[config.mk]
export PLATFORM = sky130hd
export DESIGN_NAME = booth_mult_seq_flat
export DESIGN_NICKNAME = d
export VERILOG_FILES = /design/src/rtl/booth_mult_seq_if.sv /design/src/rtl/booth_mult_seq.sv /design/src/flat_wrapper.sv
export SDC_FILE = /design/constraint.sdc
export NUM_CORES = 1
export LEC_CHECK = 0
export BUFFER_PORTS_ARGS = -buffer_cell sky130_fd_sc_hd__buf_4
export CAP_MARGIN = 20
export CORE_AREA = 2 2 183 185
export DETAILED_ROUTE_END_ITERATION = 12
export DIE_AREA = 0 0 185 187
export GPL_ROUTABILITY_DRIVEN = 0
export MAX_ROUTING_LAYER = met4
export PLACE_DENSITY = 0.55
export SLEW_MARGIN = 20
export SYNTH_ARGS = -nofsm -noshare
export SYNTH_HDL_FRONTEND = slang
export SYNTH_SLANG_ARGS = --single-unit
[constraint.sdc]
create_clock -name clk -period 7.1 [get_ports clk]
set_input_delay 1.42 -clock clk [delete_from_list [all_inputs] [get_ports clk]]
set_output_delay 1.42 -clock clk [all_outputs]
set_load 0.02 [all_outputs]
[src/rtl/booth_mult_seq_if.sv]
// Handshake and result bundle for the sequential radix-4 Booth multiplier.
interface booth_mult_seq_if #(parameter int WIDTH = 32);
  logic             start;
  logic             is_signed;
  logic [WIDTH-1:0] multiplicand;
  logic [WIDTH-1:0] multiplier;
  logic             ready;
  logic             busy;
  logic             result_valid;
  logic [WIDTH-1:0] product_lo;
  logic [WIDTH-1:0] product_hi;
  logic             overflow;

  modport master (
    output start, is_signed, multiplicand, multiplier,
    input  ready, busy, result_valid, product_lo, product_hi, overflow
  );

  modport slave (
    input  start, is_signed, multiplicand, multiplier,
    output ready, busy, result_valid, product_lo, product_hi, overflow
  );
endinterface

[src/rtl/booth_mult_seq.sv]
// Self-sequenced radix-4 Booth multiplier: WIDTH/2+1 iterations per product,
// signed/unsigned per operation, full 2*WIDTH-bit result plus overflow flag.
module booth_mult_seq #(
  parameter int WIDTH = 32
) (
  input logic              clk,
  input logic              reset,
  booth_mult_seq_if.slave  bus
);
  localparam int E  = WIDTH + 2;
  localparam int N  = E / 2;
  localparam int CW = $clog2(N + 1);

  typedef enum logic [1:0] {IDLE, RUN, DONE} state_t;
  state_t state, state_n;

  logic [E-1:0]     a_reg, acc, mplr;
  logic             guard, sgn;
  logic [CW-1:0]    cnt;
  logic [WIDTH-1:0] p_lo, p_hi;
  logic             ovf, rv;
  logic             accept, last;

  logic [E:0]       a_x, addend, sum;
  logic [E-1:0]     acc_n, mplr_n;
  logic [2*WIDTH-1:0] prod;
  logic             ovf_n;

  assign accept = bus.start && (state != RUN);
  assign last   = (state == RUN) && (cnt == CW'(1));

  assign bus.ready        = (state == IDLE) || (state == DONE);
  assign bus.busy         = (state == RUN);
  assign bus.result_valid = rv;
  assign bus.product_lo   = p_lo;
  assign bus.product_hi   = p_hi;
  assign bus.overflow     = ovf;

  function automatic logic [E-1:0] ext(input logic [WIDTH-1:0] x, input logic s);
    return s ? {{2{x[WIDTH-1]}}, x} : {2'b00, x};
  endfunction

  // One Booth digit: add at E+1 bits so +/-2A cannot wrap, then shift by 2.
  always_comb begin
    a_x = {a_reg[E-1], a_reg};
    case ({mplr[1:0], guard})
      3'b001, 3'b010: addend = a_x;
      3'b011:         addend = {a_reg, 1'b0};
      3'b100:         addend = -{a_reg, 1'b0};
      3'b101, 3'b110: addend = -a_x;
      default:        addend = '0;
    endcase
    sum    = {acc[E-1], acc} + addend;
    acc_n  = {sum[E], sum[E:2]};
    mplr_n = {sum[1:0], mplr[E-1:2]};
    prod   = {acc_n[2*WIDTH-E-1:0], mplr_n};
    ovf_n  = sgn ? (prod[2*WIDTH-1:WIDTH] != {WIDTH{prod[WIDTH-1]}})
                 : (prod[2*WIDTH-1:WIDTH] != '0);
  end

  always_comb begin
    state_n = state;
    case (state)
      IDLE:    if (bus.start) state_n = RUN;
      RUN:     if (cnt == CW'(1)) state_n = DONE;
      DONE:    state_n = bus.start ? RUN : IDLE;
      default: state_n = IDLE;
    endcase
  end

  always_ff @(posedge clk or posedge reset) begin
    if (reset) state <= IDLE;
    else       state <= state_n;
  end

  always_ff @(posedge clk or posedge reset) begin
    if (reset) begin
      a_reg <= '0;
      acc   <= '0;
      mplr  <= '0;
      guard <= 1'b0;
      sgn   <= 1'b0;
      cnt   <= '0;
      p_lo  <= '0;
      p_hi  <= '0;
      ovf   <= 1'b0;
      rv    <= 1'b0;
    end else begin
      rv <= 1'b0;
      if (accept) begin
        a_reg <= ext(bus.multiplicand, bus.is_signed);
        mplr  <= ext(bus.multiplier, bus.is_signed);
        acc   <= '0;
        guard <= 1'b0;
        sgn   <= bus.is_signed;
        cnt   <= CW'(N);
      end else if (state == RUN) begin
        acc   <= acc_n;
        mplr  <= mplr_n;
        guard <= mplr[1];
        cnt   <= cnt - CW'(1);
        if (last) begin
          p_lo <= prod[WIDTH-1:0];
          p_hi <= prod[2*WIDTH-1:WIDTH];
          ovf  <= ovf_n;
          rv   <= 1'b1;
        end
      end
    end
  end
endmodule

[src/flat_wrapper.sv]
// flat-port wrapper written by rule: the top's interface ports become plain ports
module booth_mult_seq_flat 
#(
  parameter int WIDTH = 32
)
  (clk, reset, bus_start, bus_is_signed, bus_multiplicand, bus_multiplier, bus_ready, bus_busy, bus_result_valid, bus_product_lo, bus_product_hi, bus_overflow);
  booth_mult_seq_if #(.WIDTH(WIDTH)) bus_i ();
  input logic clk;
  input logic reset;
  input wire logic [$bits(bus_i.start)-1:0] bus_start;
  input wire logic [$bits(bus_i.is_signed)-1:0] bus_is_signed;
  input wire logic [$bits(bus_i.multiplicand)-1:0] bus_multiplicand;
  input wire logic [$bits(bus_i.multiplier)-1:0] bus_multiplier;
  output wire logic [$bits(bus_i.ready)-1:0] bus_ready;
  output wire logic [$bits(bus_i.busy)-1:0] bus_busy;
  output wire logic [$bits(bus_i.result_valid)-1:0] bus_result_valid;
  output wire logic [$bits(bus_i.product_lo)-1:0] bus_product_lo;
  output wire logic [$bits(bus_i.product_hi)-1:0] bus_product_hi;
  output wire logic [$bits(bus_i.overflow)-1:0] bus_overflow;
  assign bus_i.start = bus_start;
  assign bus_i.is_signed = bus_is_signed;
  assign bus_i.multiplicand = bus_multiplicand;
  assign bus_i.multiplier = bus_multiplier;
  assign bus_ready = bus_i.ready;
  assign bus_busy = bus_i.busy;
  assign bus_result_valid = bus_i.result_valid;
  assign bus_product_lo = bus_i.product_lo;
  assign bus_product_hi = bus_i.product_hi;
  assign bus_overflow = bus_i.overflow;
  booth_mult_seq #(.WIDTH(WIDTH)) u_core (.clk(clk), .reset(reset), .bus(bus_i));
endmodule
==> impl_metrics.csv <==
group,metric,value,unit
global_routing,maximum_number_of_pins_on_one_net_before_global_route_repair,111,
status,status,"completed",
setup_path,critical_path_buf_inv_count,0,
global_routing,grt_resource_usage_total,19.9,%
yosys,post_synthesis_cell_area,11300,sq um
sta,fin_crit_sh,84.4,%
job,maxcap_violations,0,
yosys,postSynth.asyncResetShare,100,%
sta,worst_pin_slew,0.979,ns
finish,layout.nets,1471,
yosys,synth_seq_cells,175,
routing,drt_iter0_drc,661,
floorplanning,top_ports,136,
clock_network,root_buffer,"sky130_fd_sc_hd__clkbuf_16",
finish,inserted_diodes,0,
clock_network,cts_buffers,17,
setup_path,reg_to_reg_start,"u_core.a_reg[3]",
global_routing,first_global_vias,9580,
clock_network,tritoncts_clock_tree,"yes",
sta,finalMaxSlewViolations,0,
sta,period_needed,5.99,ns
setup_path,critical_path_required,7.44,ns
sta,max_frequency,167,MHz
clock_network,post_cts_resize_count,0,
floorplanning,fp.coreArea,32900,sq um
clock_network,ctsLongestPathBuffers,2,
yosys,netlist_cell_types,85,
routing,route.detailed.drc,0,
sta,finalHoldViolCount,0,
floorplanning,floorplan.die.height,187,microns
clock_network,clkSlewWorstSetupHoldPaths,0.08,ns
sta,hold-worst-slack,0.483,ns
clock_network,cts.htree.levels,4,
clock_network,clkLatencyLatePin,0.46,ns
setup_path,arrival,6.33,ns
setup_path,worstPathCellList,"or4_1 -> nor4_2 -> nand2_1 -> nor3_1 -> nor2b_1 -> xor2_1 -> a221oi_1 -> a21oi_1 -> ha_1 -> a21oi_1 -> o21ai_0 -> a221o_1 -> o31ai_1 -> o21ai_1 -> xnor2_1 -> and3_1 -> or4bb_1 -> o31ai_1 -> a31oi_1",
setup_path,critical_path.startpoint_type,"flop",
finish,layout.cells.non_filler,1826,
clock_network,cts_hold_buf,0,
setup_path,largest_delay_contributor_family_on_the_critical_path,"simple AND/OR/NAND/NOR gates",
yosys,synth-edff-count,0,
sta,totalNegativeSetupSlack,0,ns
setup_path,startpoint,"u_core.a_reg[3]",
setup_path,setup.worst_path.class,"flop to flop",
setup_path,critical_path.max_stage_delay,0.59,ns
placed_design,numPortBuffers,135,
setup_path,critPathMaxFanout,8,
finish,filler_cell_count,3412,
routing,ant_nets,0,
routing,routedWlPerCell,17.9,microns
yosys,dominantRegCellSynth,"sky130_fd_sc_hd__dfrtp_1",
yosys,synth.yosys.warnings,0,
placed_design,dp_cells,1794,
global_routing,grt_antenna_before_repair,0,
floorplanning,row_count,67,
sta,finalClockSkew,0.0208,ns
routing,drtPass1Iterations,5,
yosys,syn-num-nets,1396,
sta,rsz_0062_raised_after_global_routing,"no",
floorplanning,initial_utilization,34.4,%
sta,worst_slew_margin_rel,34.7,%
setup_path,critPathCaptureType,"flop",
finish,final_layout_size_suffix_gt1_share,18.0,%
finish,area_grow_syn2layout,15.7,%
clock_network,post_cts_buffers,0,
hold_path,tightest_hold_check_type,"flop to flop",
finish,largest_reg_flops,34,
global_routing,grt-ovfl-total,0,
hold_path,worstHoldStart,"u_core.bus.product_lo[11]",
routing,routed_via_density,5.27,
yosys,synth-seq-area-share,38.7,%
floorplanning,die_area,34600,sq um
yosys,avgSynthCellArea,8.77,sq um
routing,vias,9618,
sta,setup_violations,0,
yosys,syn-instance-count,1290,
setup_path,cpMaxStageDelayCell,"sky130_fd_sc_hd__or4_1",
floorplanning,width_of_the_die,185,microns
routing,totalWireLength,32.6,mm
global_routing,grt_pass1_wl,52.9,mm
clock_network,tritoncts_sinks,175,
placed_design,detailed_placement_hpwl,23.0,mm
## per-stage QoR
step	setup slack [ns]	area (sq um)	utilization, %
2_1_floorplan	0.935	11300	-
4_1_cts	1.15	13100	39.8
3_5_place_dp	1.17	12500	38.0
3_3_place_gp	1.29	12500	38.0
5_1_grt	0.674	13100	39.8
6_report	1.11	13100	39.8
## cell type report
cell class | count | area, sq um | share of cell area [%]
repair buffers | 148 | 1110 | 8.49
clock inverters | 15 | 189 | 1.44
flip-flops and latches | 175 | 4380 | 33.5
inverters | 23 | 93.8 | 0.717
multi-input cells | 1000 | 6330 | 48.4
well taps | 448 | 561 | 4.28
clock buffers | 17 | 425 | 3.25
## cells by family after synthesis
group	count (synthesis)	synth area share, %
AND/OR/NAND/NOR	478	20.4
buffers and inverters	115	5.46
adder cells (fa/ha/maj)	38	4.27
AO/OA/AOI/OAI	326	17.7
flip-flops	175	38.7
multiplexers	74	6.91
XOR/XNOR	84	6.57
## worst min-delay path: cells and delay by family (launching register included)
family	cells	cell delay, ns
flip-flops	1	0.35
AND/OR/NAND/NOR	2	0.11
## cell usage after synthesis, types with 6 or more instances
cell type	instances	area share, %
sky130_fd_sc_hd__a221oi_1	18	1.4
sky130_fd_sc_hd__a31oi_1	20	1.1
sky130_fd_sc_hd__o21a_1	6	0.40
sky130_fd_sc_hd__nand2b_1	12	0.66
sky130_fd_sc_hd__inv_1	22	0.73
sky130_fd_sc_hd__xor2_1	28	2.2
sky130_fd_sc_hd__nand2_1	237	7.9
sky130_fd_sc_hd__a22oi_1	9	0.60
sky130_fd_sc_hd__o21ai_1	7	0.31
sky130_fd_sc_hd__nor2_1	86	2.9
sky130_fd_sc_hd__mux2i_1	41	3.6
sky130_fd_sc_hd__nor2b_1	10	0.55
sky130_fd_sc_hd__a211oi_1	10	0.66
sky130_fd_sc_hd__nand4_1	12	0.66
sky130_fd_sc_hd__o21ai_0	104	4.6
sky130_fd_sc_hd__a21o_1	9	0.60
sky130_fd_sc_hd__nor3_1	17	0.75
sky130_fd_sc_hd__clkbuf_1	58	1.9
sky130_fd_sc_hd__o211ai_1	9	0.60
sky130_fd_sc_hd__mux2_2	33	3.3
sky130_fd_sc_hd__xnor2_1	55	4.3
sky130_fd_sc_hd__a21oi_1	90	4.0
sky130_fd_sc_hd__ha_1	37	4.1
sky130_fd_sc_hd__nand3b_1	32	2.1
sky130_fd_sc_hd__buf_2	7	0.31
sky130_fd_sc_hd__nand3_1	19	0.84
sky130_fd_sc_hd__or3_1	8	0.44
sky130_fd_sc_hd__clkbuf_8	12	1.5
sky130_fd_sc_hd__dfrtp_1	175	39
## cell usage in the layout, fill, tap and decap left out, types with 4 or more instances in the layout
cell,instances
sky130_fd_sc_hd__o211ai_1,9
sky130_fd_sc_hd__nand3b_1,32
sky130_fd_sc_hd__o21bai_1,4
sky130_fd_sc_hd__inv_6,4
sky130_fd_sc_hd__nor2b_1,10
sky130_fd_sc_hd__inv_1,21
sky130_fd_sc_hd__o21a_1,6
sky130_fd_sc_hd__o22ai_1,5
sky130_fd_sc_hd__clkinv_8,6
sky130_fd_sc_hd__nor2_1,86
sky130_fd_sc_hd__a21o_1,9
sky130_fd_sc_hd__xor2_1,28
sky130_fd_sc_hd__nor4_1,4
sky130_fd_sc_hd__o21ai_1,7
sky130_fd_sc_hd__o21ai_0,104
sky130_fd_sc_hd__a21oi_1,90
sky130_fd_sc_hd__or4_1,5
sky130_fd_sc_hd__nor3_1,17
sky130_fd_sc_hd__clkbuf_16,17
sky130_fd_sc_hd__nand2_1,236
sky130_fd_sc_hd__or3_1,8
sky130_fd_sc_hd__nand2b_1,11
sky130_fd_sc_hd__a31oi_1,20
sky130_fd_sc_hd__mux2_2,33
sky130_fd_sc_hd__ha_1,37
sky130_fd_sc_hd__dfrtp_1,175
sky130_fd_sc_hd__buf_4,148
sky130_fd_sc_hd__and4_1,4
sky130_fd_sc_hd__mux2i_1,41
sky130_fd_sc_hd__o31ai_1,5
sky130_fd_sc_hd__a221oi_1,18
sky130_fd_sc_hd__a22oi_1,9
sky130_fd_sc_hd__nand4_1,12
sky130_fd_sc_hd__xnor2_1,55
sky130_fd_sc_hd__nand3_1,19
sky130_fd_sc_hd__a211oi_1,10
## per-layer routing
layer  track usage [%]  share of wire [%]
met1              25.5                 45
met2              31.5                 48
met3              3.64                4.8
met4              7.05                2.9
met5                 -                  0
## final timing paths
check	end	slack [ns]	depth (start not counted)
setup / recovery	u_core.bus.overflow	1.11	19
hold / removal	u_core.bus.product_lo[11]	0.48	2
setup reg to reg	u_core.bus.overflow	1.11	19
hold reg to reg	u_core.bus.product_lo[11]	0.48	2
max in group asynchronous	u_core.acc[5]	4.58	3
min in group asynchronous	u_core.bus.product_lo[15]	1.12	2
Power is not shown: default switching activity piles up to over one toggle a cycle in this logic, so the estimate is an artifact.
